### src/rtl/ldtu_ofifo_serializer_if.sv
// Output-stage bundle between the LiTe-DTU output FIFO and the serial links.
// master: serializer side; slave: FIFO/link side.
interface ldtu_ofifo_serializer_if #(
    parameter int unsigned Nbits_32 = 32,
    parameter int unsigned NOUT     = 8
);
    logic                enable;
    logic [Nbits_32-1:0] DATA32_DTU;
    logic                read_signal;
    logic [NOUT-1:0]     ser_out;
    logic                frame_start;
    logic [1:0]          slot_kind;

    modport master (
        input  enable, DATA32_DTU,
        output read_signal, ser_out, frame_start, slot_kind
    );

    modport slave (
        output enable, DATA32_DTU,
        input  read_signal, ser_out, frame_start, slot_kind
    );
endinterface

### src/rtl/ldtu_ofifo_serializer.sv
// Frames FIFO words behind a counted header and slices each 32-bit word into
// NOUT-bit chunks, MSB first, one chunk per CLK.
module ldtu_ofifo_serializer #(
    parameter int unsigned         Nbits_32    = 32,
    parameter int unsigned         NOUT        = 8,
    parameter int unsigned         FRAME_WORDS = 16,
    parameter logic [7:0]          HDR_TAG     = 8'h5A,
    parameter int unsigned         CNT_BITS    = 24,
    parameter logic [Nbits_32-1:0] IDLE_WORD   = 32'hEAAAAAAA
) (
    input  logic                         CLK,
    input  logic                         rst_b,
    ldtu_ofifo_serializer_if.master      bus
);
    localparam int unsigned RATIO = Nbits_32 / NOUT;
    localparam int unsigned PH_W  = (RATIO > 1) ? $clog2(RATIO) : 1;
    localparam int unsigned WC_W  = (FRAME_WORDS > 1) ? $clog2(FRAME_WORDS) : 1;

    typedef enum logic [1:0] {
        K_IDLE = 2'd0,
        K_HDR  = 2'd1,
        K_DATA = 2'd2
    } kind_t;

    logic [PH_W-1:0]     ph, ph_nx;
    logic [Nbits_32-1:0] shreg, shreg_nx, hdr_word;
    logic [WC_W-1:0]     wcnt, wcnt_nx;
    logic [CNT_BITS-1:0] fcnt, fcnt_nx;
    kind_t               pend, pend_nx, kind_q, kind_nx;
    logic                rd_q, rd_nx, fs_q, fs_nx;
    logic                boundary;

    assign boundary = (ph == PH_W'(RATIO - 1));

    always_comb begin
        hdr_word = '0;
        hdr_word[Nbits_32-1 -: 8] = HDR_TAG;
        hdr_word[CNT_BITS-1:0]    = fcnt;
    end

    always_comb begin
        ph_nx    = ph + 1'b1;
        shreg_nx = shreg << NOUT;
        wcnt_nx  = wcnt;
        fcnt_nx  = fcnt;
        pend_nx  = pend;
        kind_nx  = kind_q;
        rd_nx    = 1'b0;
        fs_nx    = 1'b0;
        if (boundary) begin
            ph_nx   = '0;
            kind_nx = pend;
            unique case (pend)
                K_HDR: begin
                    shreg_nx = hdr_word;
                    fcnt_nx  = fcnt + 1'b1;
                    wcnt_nx  = '0;
                    fs_nx    = 1'b1;
                end
                K_DATA: begin
                    shreg_nx = bus.DATA32_DTU;
                    wcnt_nx  = wcnt + 1'b1;
                end
                default: shreg_nx = IDLE_WORD;
            endcase
            // Successor decision uses the updated word count of the slot just started.
            if (!bus.enable) begin
                pend_nx = K_IDLE;
                wcnt_nx = '0;
            end else if (pend == K_IDLE || wcnt_nx == WC_W'(FRAME_WORDS - 1)) begin
                pend_nx = K_HDR;
            end else begin
                pend_nx = K_DATA;
            end
            rd_nx = (pend_nx == K_DATA);
        end
    end

    always_ff @(posedge CLK or negedge rst_b) begin
        if (!rst_b) begin
            ph     <= '0;
            shreg  <= IDLE_WORD;
            wcnt   <= '0;
            fcnt   <= '0;
            pend   <= K_IDLE;
            kind_q <= K_IDLE;
            rd_q   <= 1'b0;
            fs_q   <= 1'b0;
        end else begin
            ph     <= ph_nx;
            shreg  <= shreg_nx;
            wcnt   <= wcnt_nx;
            fcnt   <= fcnt_nx;
            pend   <= pend_nx;
            kind_q <= kind_nx;
            rd_q   <= rd_nx;
            fs_q   <= fs_nx;
        end
    end

    assign bus.ser_out     = shreg[Nbits_32-1 -: NOUT];
    assign bus.read_signal = rd_q;
    assign bus.frame_start = fs_q;
    assign bus.slot_kind   = kind_q;
endmodule

### src/flat_wrapper.sv
// flat-port wrapper written by rule: the top's interface ports become plain ports
module ldtu_ofifo_serializer_flat 
#(
    parameter int unsigned         Nbits_32    = 32,
    parameter int unsigned         NOUT        = 8,
    parameter int unsigned         FRAME_WORDS = 16,
    parameter logic [7:0]          HDR_TAG     = 8'h5A,
    parameter int unsigned         CNT_BITS    = 24,
    parameter logic [Nbits_32-1:0] IDLE_WORD   = 32'hEAAAAAAA
)
  (CLK, rst_b, bus_enable, bus_DATA32_DTU, bus_read_signal, bus_ser_out, bus_frame_start, bus_slot_kind);
  ldtu_ofifo_serializer_if #(.Nbits_32(Nbits_32), .NOUT(NOUT)) bus_i ();
  input  logic CLK;
  input  logic rst_b;
  input wire logic [$bits(bus_i.enable)-1:0] bus_enable;
  input wire logic [$bits(bus_i.DATA32_DTU)-1:0] bus_DATA32_DTU;
  output wire logic [$bits(bus_i.read_signal)-1:0] bus_read_signal;
  output wire logic [$bits(bus_i.ser_out)-1:0] bus_ser_out;
  output wire logic [$bits(bus_i.frame_start)-1:0] bus_frame_start;
  output wire logic [$bits(bus_i.slot_kind)-1:0] bus_slot_kind;
  assign bus_i.enable = bus_enable;
  assign bus_i.DATA32_DTU = bus_DATA32_DTU;
  assign bus_read_signal = bus_i.read_signal;
  assign bus_ser_out = bus_i.ser_out;
  assign bus_frame_start = bus_i.frame_start;
  assign bus_slot_kind = bus_i.slot_kind;
  ldtu_ofifo_serializer #(.Nbits_32(Nbits_32), .NOUT(NOUT), .FRAME_WORDS(FRAME_WORDS), .HDR_TAG(HDR_TAG), .CNT_BITS(CNT_BITS), .IDLE_WORD(IDLE_WORD)) u_core (.CLK(CLK), .rst_b(rst_b), .bus(bus_i));
endmodule
### config.mk
export PLATFORM = sky130hd
export DESIGN_NAME = ldtu_ofifo_serializer_flat
export DESIGN_NICKNAME = d
export VERILOG_FILES = /design/src/rtl/ldtu_ofifo_serializer_if.sv /design/src/rtl/ldtu_ofifo_serializer.sv /design/src/flat_wrapper.sv
export SDC_FILE = /design/constraint.sdc
export NUM_CORES = 1
export LEC_CHECK = 0
export ABC_AREA = 0
export CORE_AREA = 10 10 92 94
export CTS_CLUSTER_SIZE = 8
export DETAILED_ROUTE_END_ITERATION = 12
export DIE_AREA = 0 0 102 104
export PLACE_DENSITY = 0.76
export SLEW_MARGIN = 20
export SYNTH_ARGS = -nofsm -noshare
export SYNTH_HDL_FRONTEND = slang
export SYNTH_SLANG_ARGS = --single-unit
### constraint.sdc
create_clock -name CLK -period 1.66 [get_ports CLK]
set_input_delay 0.166 -clock CLK [delete_from_list [all_inputs] [get_ports CLK]]
set_output_delay 0.166 -clock CLK [all_outputs]
set_load 0.01 [all_outputs]
==> results of run 1 <==
kinds of logic (layout without fill, tap and decap cells):
kind of cell               Yosys count  count (layout)  share of synthesized area, %
adders and majority gates            6               6                         2.400
buffers and inverters               44             107                         6.400
AOI/OAI and AO/OA                   71              71                         15.08
muxes                                4               4                         1.400
and+or+nand+nor                     79              79                         13.20
xor gates and xnor gates            23              23                         6.440
DFF                                 68              68                         55.08
state kept, by name (all words and copies together) (netlist names):
| name | cells |
|---|---|
| u_core.fcnt | 24 |
| u_core.bus.slot_kind | 2 |
| u_core.ph | 2 |
| u_core.bus.frame_start | 1 |
| u_core.shreg | 32 |
| u_core.bus.read_signal | 1 |
| u_core.wcnt | 4 |
| u_core.pend | 2 |
worst paths after layout:
| check | startpoint | end |
|---|---|---|
| worst max-delay path | u_core.pend[0]$_DFFE_PN0P_ | u_core.pend[1]$_DFFE_PN0P_ |
| worst min-delay path | rst_b | u_core.fcnt[6]$_DFFE_PN0P_ |
| worst max register to register | u_core.pend[0]$_DFFE_PN0P_ | u_core.pend[1]$_DFFE_PN0P_ |
| worst min register to register | u_core.ph[0]$_DFF_PN0_ | u_core.ph[0]$_DFF_PN0_ |
| max in group asynchronous | rst_b | u_core.shreg[9]$_DFF_PN1_ |
| min in group CLK | bus_DATA32_DTU[26] | u_core.shreg[26]$_DFF_PN0_ |
power by group:
part,internal [uW],total (uW),switching (uW),leakage [uW]
Clock,728,1360,630,0.0000991
Sequential,1970,2120,148,0.000875
Combinational,767,1570,803,0.000742
Yosys cell counts, drive strengths merged, types with 4 or more instances:
| cell type | count | area [um^2] |
|---|---|---|
| a22oi | 24 | 180.2 |
| xor2 | 4 | 35.03 |
| xnor2 | 19 | 166.4 |
| dfrtp | 51 | 1276 |
| dfstp | 17 | 446.7 |
| nand4 | 9 | 56.30 |
| nor3 | 5 | 25.02 |
| a21oi | 13 | 65.06 |
| and3 | 4 | 26.28 |
| buf | 21 | 113.9 |
| o21ai | 4 | 20.02 |
| clkbuf | 4 | 15.01 |
| a31oi | 8 | 50.05 |
| o22ai | 13 | 81.33 |
| nor2 | 24 | 92.59 |
| ha | 6 | 75.07 |
| a21boi | 4 | 30.03 |
| inv | 19 | 71.32 |
| nand3 | 14 | 75.07 |
| nand2 | 11 | 41.29 |
area by class of cell:
class	count	area, um^2	area share (%)
inverters	19	71.32	1.749
well taps	80	100.1	2.455
flip-flops and latches	68	1723	42.25
clock inverters	5	52.55	1.289
multi-input cells	183	1287	31.57
clock buffers	11	141.4	3.467
repair buffers	72	701.9	17.21
critical path: cells and delay by family (launching register included):
family | cells | cell delay, ns
flops | 1 | 0.36
mux | 1 | 0.09
buf+inv | 2 | 0.22
simple gates | 1 | 0.09
compound gates | 2 | 0.53
fa+ha+maj | 1 | 0.24
per-stage QoR:
stage	power (uW)	std cells	utilization, %
after global placement	3403	419	56.20
after global routing	5327	438	61.03
after detailed placement	3457	419	56.20
final	5044	438	61.03
after floorplan	2934	295	-
after CTS	4902	436	59.89
routing by layer:
| metal | vias up | wire length (um) | global-route usage, % |
|---|---|---|---|
| met2 | 57 | 3703 | 22.69 |
| met1 | 1185 | 3292 | 17.86 |
| met5 | - | 0 | 0 |
| met4 | 0 | 51 | 6.048 |
| li1 | 1150 | - | - |
| met3 | 5 | 354 | 3.455 |
repair_timing:
| item | CTS | global route |
|---|---|---|
| endpoints found under the setup margin | 14 | 38 |
| setup buffers | 0 | 2 |
| pin swaps | 0 | 7 |
| resized for setup | 10 | 12 |
| hold buffers | 1 | 0 |
| hold endpoints to repair | 51 | 0 |
==> results.yml, run 1 <==
outcome:
  status: "finished clean"
flow_run:
  max_cap_viol_count: 0
place:
  dp_hpwl_mm: 4.963
  place_area_um2: 3755
  port_buffers: 46
  pre_cts_ws_ns: -0.09929
  place.gp.congestion: 0.8468
global_route:
  antenna_found_initial: 0
  grt_pass1_wl_mm: 12.17
  track_usage_pct: 14.28
  grt.overflow.total: 0
  grt_pass1_vias: 2540
  grt_max_degree: 69
critical_path:
  cp.arrival_ns: 1.87
  worstPathRequired_ns: 1.91
  critPathKind: "flop to flop"
  rr_worst_depth: 7
  slowest_delay_ns: 0.36
  cp-start-kind: "flop"
  cp_max_fo: 4
  cp_slowest_cell: "dfrtp_1"
  rrSetupSlack_ns: 0.04
  crit_chain: "inv_2, ha_1, buf_4, nand2_1, mux2i_4, o221a_4, o32ai_2"
  cp-end-kind: "flop"
clock_tree:
  htree_levels: 3
  numCtsBuffers: 9
  clockBufferDepth: 2
  clk_latency_ns: 0.34
  clock_sinks: 68
  cts_tree: "built"
  path_clk_slew_ns: 0.07
  cts_root_buffer: "clkbuf_8"
synth:
  ys_types: 40
  ys_ff_latch: 68
  netlist_area_um2: 3128
  synthArstFlopShare_pct: 100.0
  avgSynthCellArea_um2: 10.60
  ys.flop_type: "dfrtp_1"
  netlist_instances: 295
  yosysWarnings: 0
  synth_edf_count: 0
  yosysSeqAreaShare_pct: 55.08
  syn_nets: 336
sta:
  tightestPinTransition_ns: 0.3643
  max_freq_ghz: 0.6176
  worst_slack_ns: 0.04079
  rsz0062_at_grt: "yes"
  skew_ns: 0.009884
  final.setup.tns_ns: 0
  fin_crit_sh_pct: 97.54
  setup_viol: 0
  hold_slack_ns: 0.3617
  final-hold-violation-count: 0
  relSlewSlack_pct: 75.71
  fin_crit_ns: 1.619
  slew_viol_final: 0
hold_path:
  hold_path_class: "input port to async pin"
pwr:
  peakVddDrop_v: 0.0004312
  power_density_nw_per_um2: 1237
  p_leak_uw: 0.001716
die:
  die_x_um: 102
  die_y_um: 104
  fp-row-count: 30
  dieArea_um2: 10610
  start_util_pct: 46.82
  num_io_pins: 47
  fp.coreArea_um2: 6681
detailed_routing:
  drtIter0Drc: 129
  route.final.wire_length_mm: 7.402
  final_antenna_net_count: 0
  post_drt_wl_per_cell_um: 16.90
  vias: 2397
  firstDrtPassIters: 4
  drc: 0
  viasPerCell: 5.473
cells_and_area:
  final_cell_mix: "dfrtp_1, clkdlybuf4s50_1, a22oi_1"
  layout_commonest_cell: "dfrtp_1"
  drive_gt1_share_pct: 22.07
  antenna_cells: 0
  fin_nets: 394
  syn2layout_area_growth_pct: 30.36
  design_area_um2: 4078
  n_fill_cell: 557
(Power assumes the default switching activity.)
==> inputs of run 2 (changes only) <==
- CORE_AREA: 10 10 92 94 -> 10 10 91 93
- DIE_AREA: 0 0 102 104 -> 0 0 101 103
- PLACE_DENSITY: 0.76 -> 0.74
- clock period: 1.66 -> 1.95 ns (I/O delays scaled with it)
==> run 2 against run 1 <==
Final cell count down 3.2%. Sequential share of layout area grew 2.1 points. Die area shrank 1.9%. First-iteration DRC count up 16%. Global-route usage shrank 0.27 points. Cell area down 4.7%. Power decreased by 18%. Critical path depth unchanged. Flip-flop and latch count unchanged. Setup slack better by 0.11 ns. Non-clock buffer count is 14 lower. Clock-buffer cell count fell by 1. Largest cell class unchanged. Highest routed layer unchanged.
==> results.yml, run 2 (synthesis results as in run 1) <==
cells_and_area:
  final_util_pct: 59.14
  design_area_um2: 3885
  syn2layout_area_growth_pct: 24.20
  drive_gt1_share_pct: 15.99
  final_cell_mix: "dfrtp_1, clkdlybuf4s50_1, a22oi_1"
  layout_commonest_cell: "dfrtp_1"
  antenna_cells: 0
  largest-register: "u_core.shreg"
  largest_register_ffs: 32
  final_cell_count_no_fill: 424
  top_regs: "u_core.shreg: 32 flops, u_core.fcnt: 24 flops, u_core.wcnt: 4 flops"
  fin_nets: 380
global_route:
  grt_pass1_wl_mm: 11.54
  grt_max_degree: 46
  grt_pass1_vias: 2365
  track_usage_pct: 14.01
  grt.overflow.total: 0
  antenna_found_initial: 0
detailed_routing:
  final_antenna_net_count: 0
  drtIter0Drc: 150
  drc: 0
  vias: 2339
  route.final.wire_length_mm: 7.024
  post_drt_wl_per_cell_um: 16.57
  viasPerCell: 5.517
  firstDrtPassIters: 5
clock_tree:
  cts_root_buffer: "clkbuf_8"
  clk_latency_ns: 0.34
  post_cts_buffers: 0
  clock_sinks: 68
  cts_tree: "built"
  htree_levels: 3
  numCtsBuffers: 9
  path_clk_slew_ns: 0.08
  clockBufferDepth: 2
sta:
  slew_viol_final: 0
  setup_viol: 0
  fin_crit_ns: 1.804
  fin_crit_sh_pct: 92.50
  skew_ns: 0.005701
  final-hold-violation-count: 0
  max_freq_ghz: 0.5544
  tightestPinTransition_ns: 0.5674
  hold_slack_ns: 0.4025
  final.setup.tns_ns: 0
  relSlewSlack_pct: 62.17
  rsz0062_at_grt: "no"
critical_path:
  slowest_delay_ns: 0.39
  crit_family: "compound AO/OA/AOI/OAI gates"
  cp_max_fo: 10
  cp.arrival_ns: 2.03
  cp_slowest_cell: "ha_2"
  rr_worst_depth: 7
  crit_chain: "inv_1, ha_2, buf_4, nand3_1, a21oi_1, o31ai_1, o32ai_1"
  critPathKind: "flop to flop"
  worstPathRequired_ns: 2.17
  cp.buffers_inverters: 2
  cp-start-kind: "flop"
  cp-end-kind: "flop"
  path_depth: 7
place:
  place.gp.congestion: 0.8912
  dpl.cell_count: 407
  dp_hpwl_mm: 5.077
  port_buffers: 46
  place_area_um2: 3652
hold_path:
  hold_path_class: "input port to async pin"
die:
  start_util_pct: 47.62
  dieArea_um2: 10400
  die_x_um: 101
  num_io_pins: 47
  die_y_um: 103
  fp.coreArea_um2: 6569
  fp-row-count: 30
pwr:
  power_density_nw_per_um2: 1068
  peakVddDrop_v: 0.0009554
  p_leak_uw: 0.001625
flow_run:
  max_cap_viol_count: 0
outcome:
  status: "finished clean"
==> run 2: layout make-up <==
type,instances,area [um^2]
Tap cell,80,100.1
Inverter,19,71.32
Sequential cell,68,1723
Clock inverter,6,88.84
Clock buffer,10,127.6
Timing Repair Buffer,58,564.3
Multi-Input combinational cell,183,1210
Fill cell,553,2684
==> run 2: per-stage QoR <==
stage / setup slack (ns) / power (uW)
after floorplan: 0.3095 / 2498
after global placement: 0.2211 / 2855
after detailed placement: 0.1208 / 2904
after CTS: 0.1055 / 4156
after global routing: 0.01224 / 4379
final: 0.1463 / 4148
==> run 2: final timing paths <==
path | from | end | slack [ns]
max in group asynchronous | rst_b | u_core.shreg[3]$_DFF_PN1_ | 0.85
worst max-delay path | u_core.pend[1]$_DFFE_PN0P_ | u_core.pend[0]$_DFFE_PN0P_ | 0.15
min in group CLK | bus_DATA32_DTU[24] | u_core.shreg[24]$_DFF_PN0_ | 0.43
worst min register to register | u_core.ph[0]$_DFF_PN0_ | u_core.ph[0]$_DFF_PN0_ | 0.44
worst min-delay path | rst_b | u_core.shreg[26]$_DFF_PN0_ | 0.40
worst max register to register | u_core.pend[1]$_DFFE_PN0P_ | u_core.pend[0]$_DFFE_PN0P_ | 0.15
==> run 2: repair_timing <==
item,CTS,global route
endpoints found under the setup margin,0,1
hold endpoints to repair,14,0
hold buffers,1,0
gates resized for setup,0,2
==> run 2: worst reg2reg max path, stage by stage (launching register included) <==
cell and delay, ns:
dfrtp_1 0.38, inv_1 0.09, ha_2 0.39, buf_4 0.18, nand3_1 0.08, a21oi_1 0.20, o31ai_1 0.11, o32ai_1 0.27
==> run 2: metal layers <==
layer	GRT usage, %	vias up	share of wire [%]
li1	-	1115	-
met1	17.05	1157	45
met4	4.930	0	1.5
met5	0	-	0
met2	22.75	57	48
met3	4.625	10	5.2
==> run 2: power breakdown <==
group,total [uW],switching [uW],internal (uW)
clock,1260,536,720
sequential,1800,125,1680
combinational,1090,590,502
total,4150,1250,2900
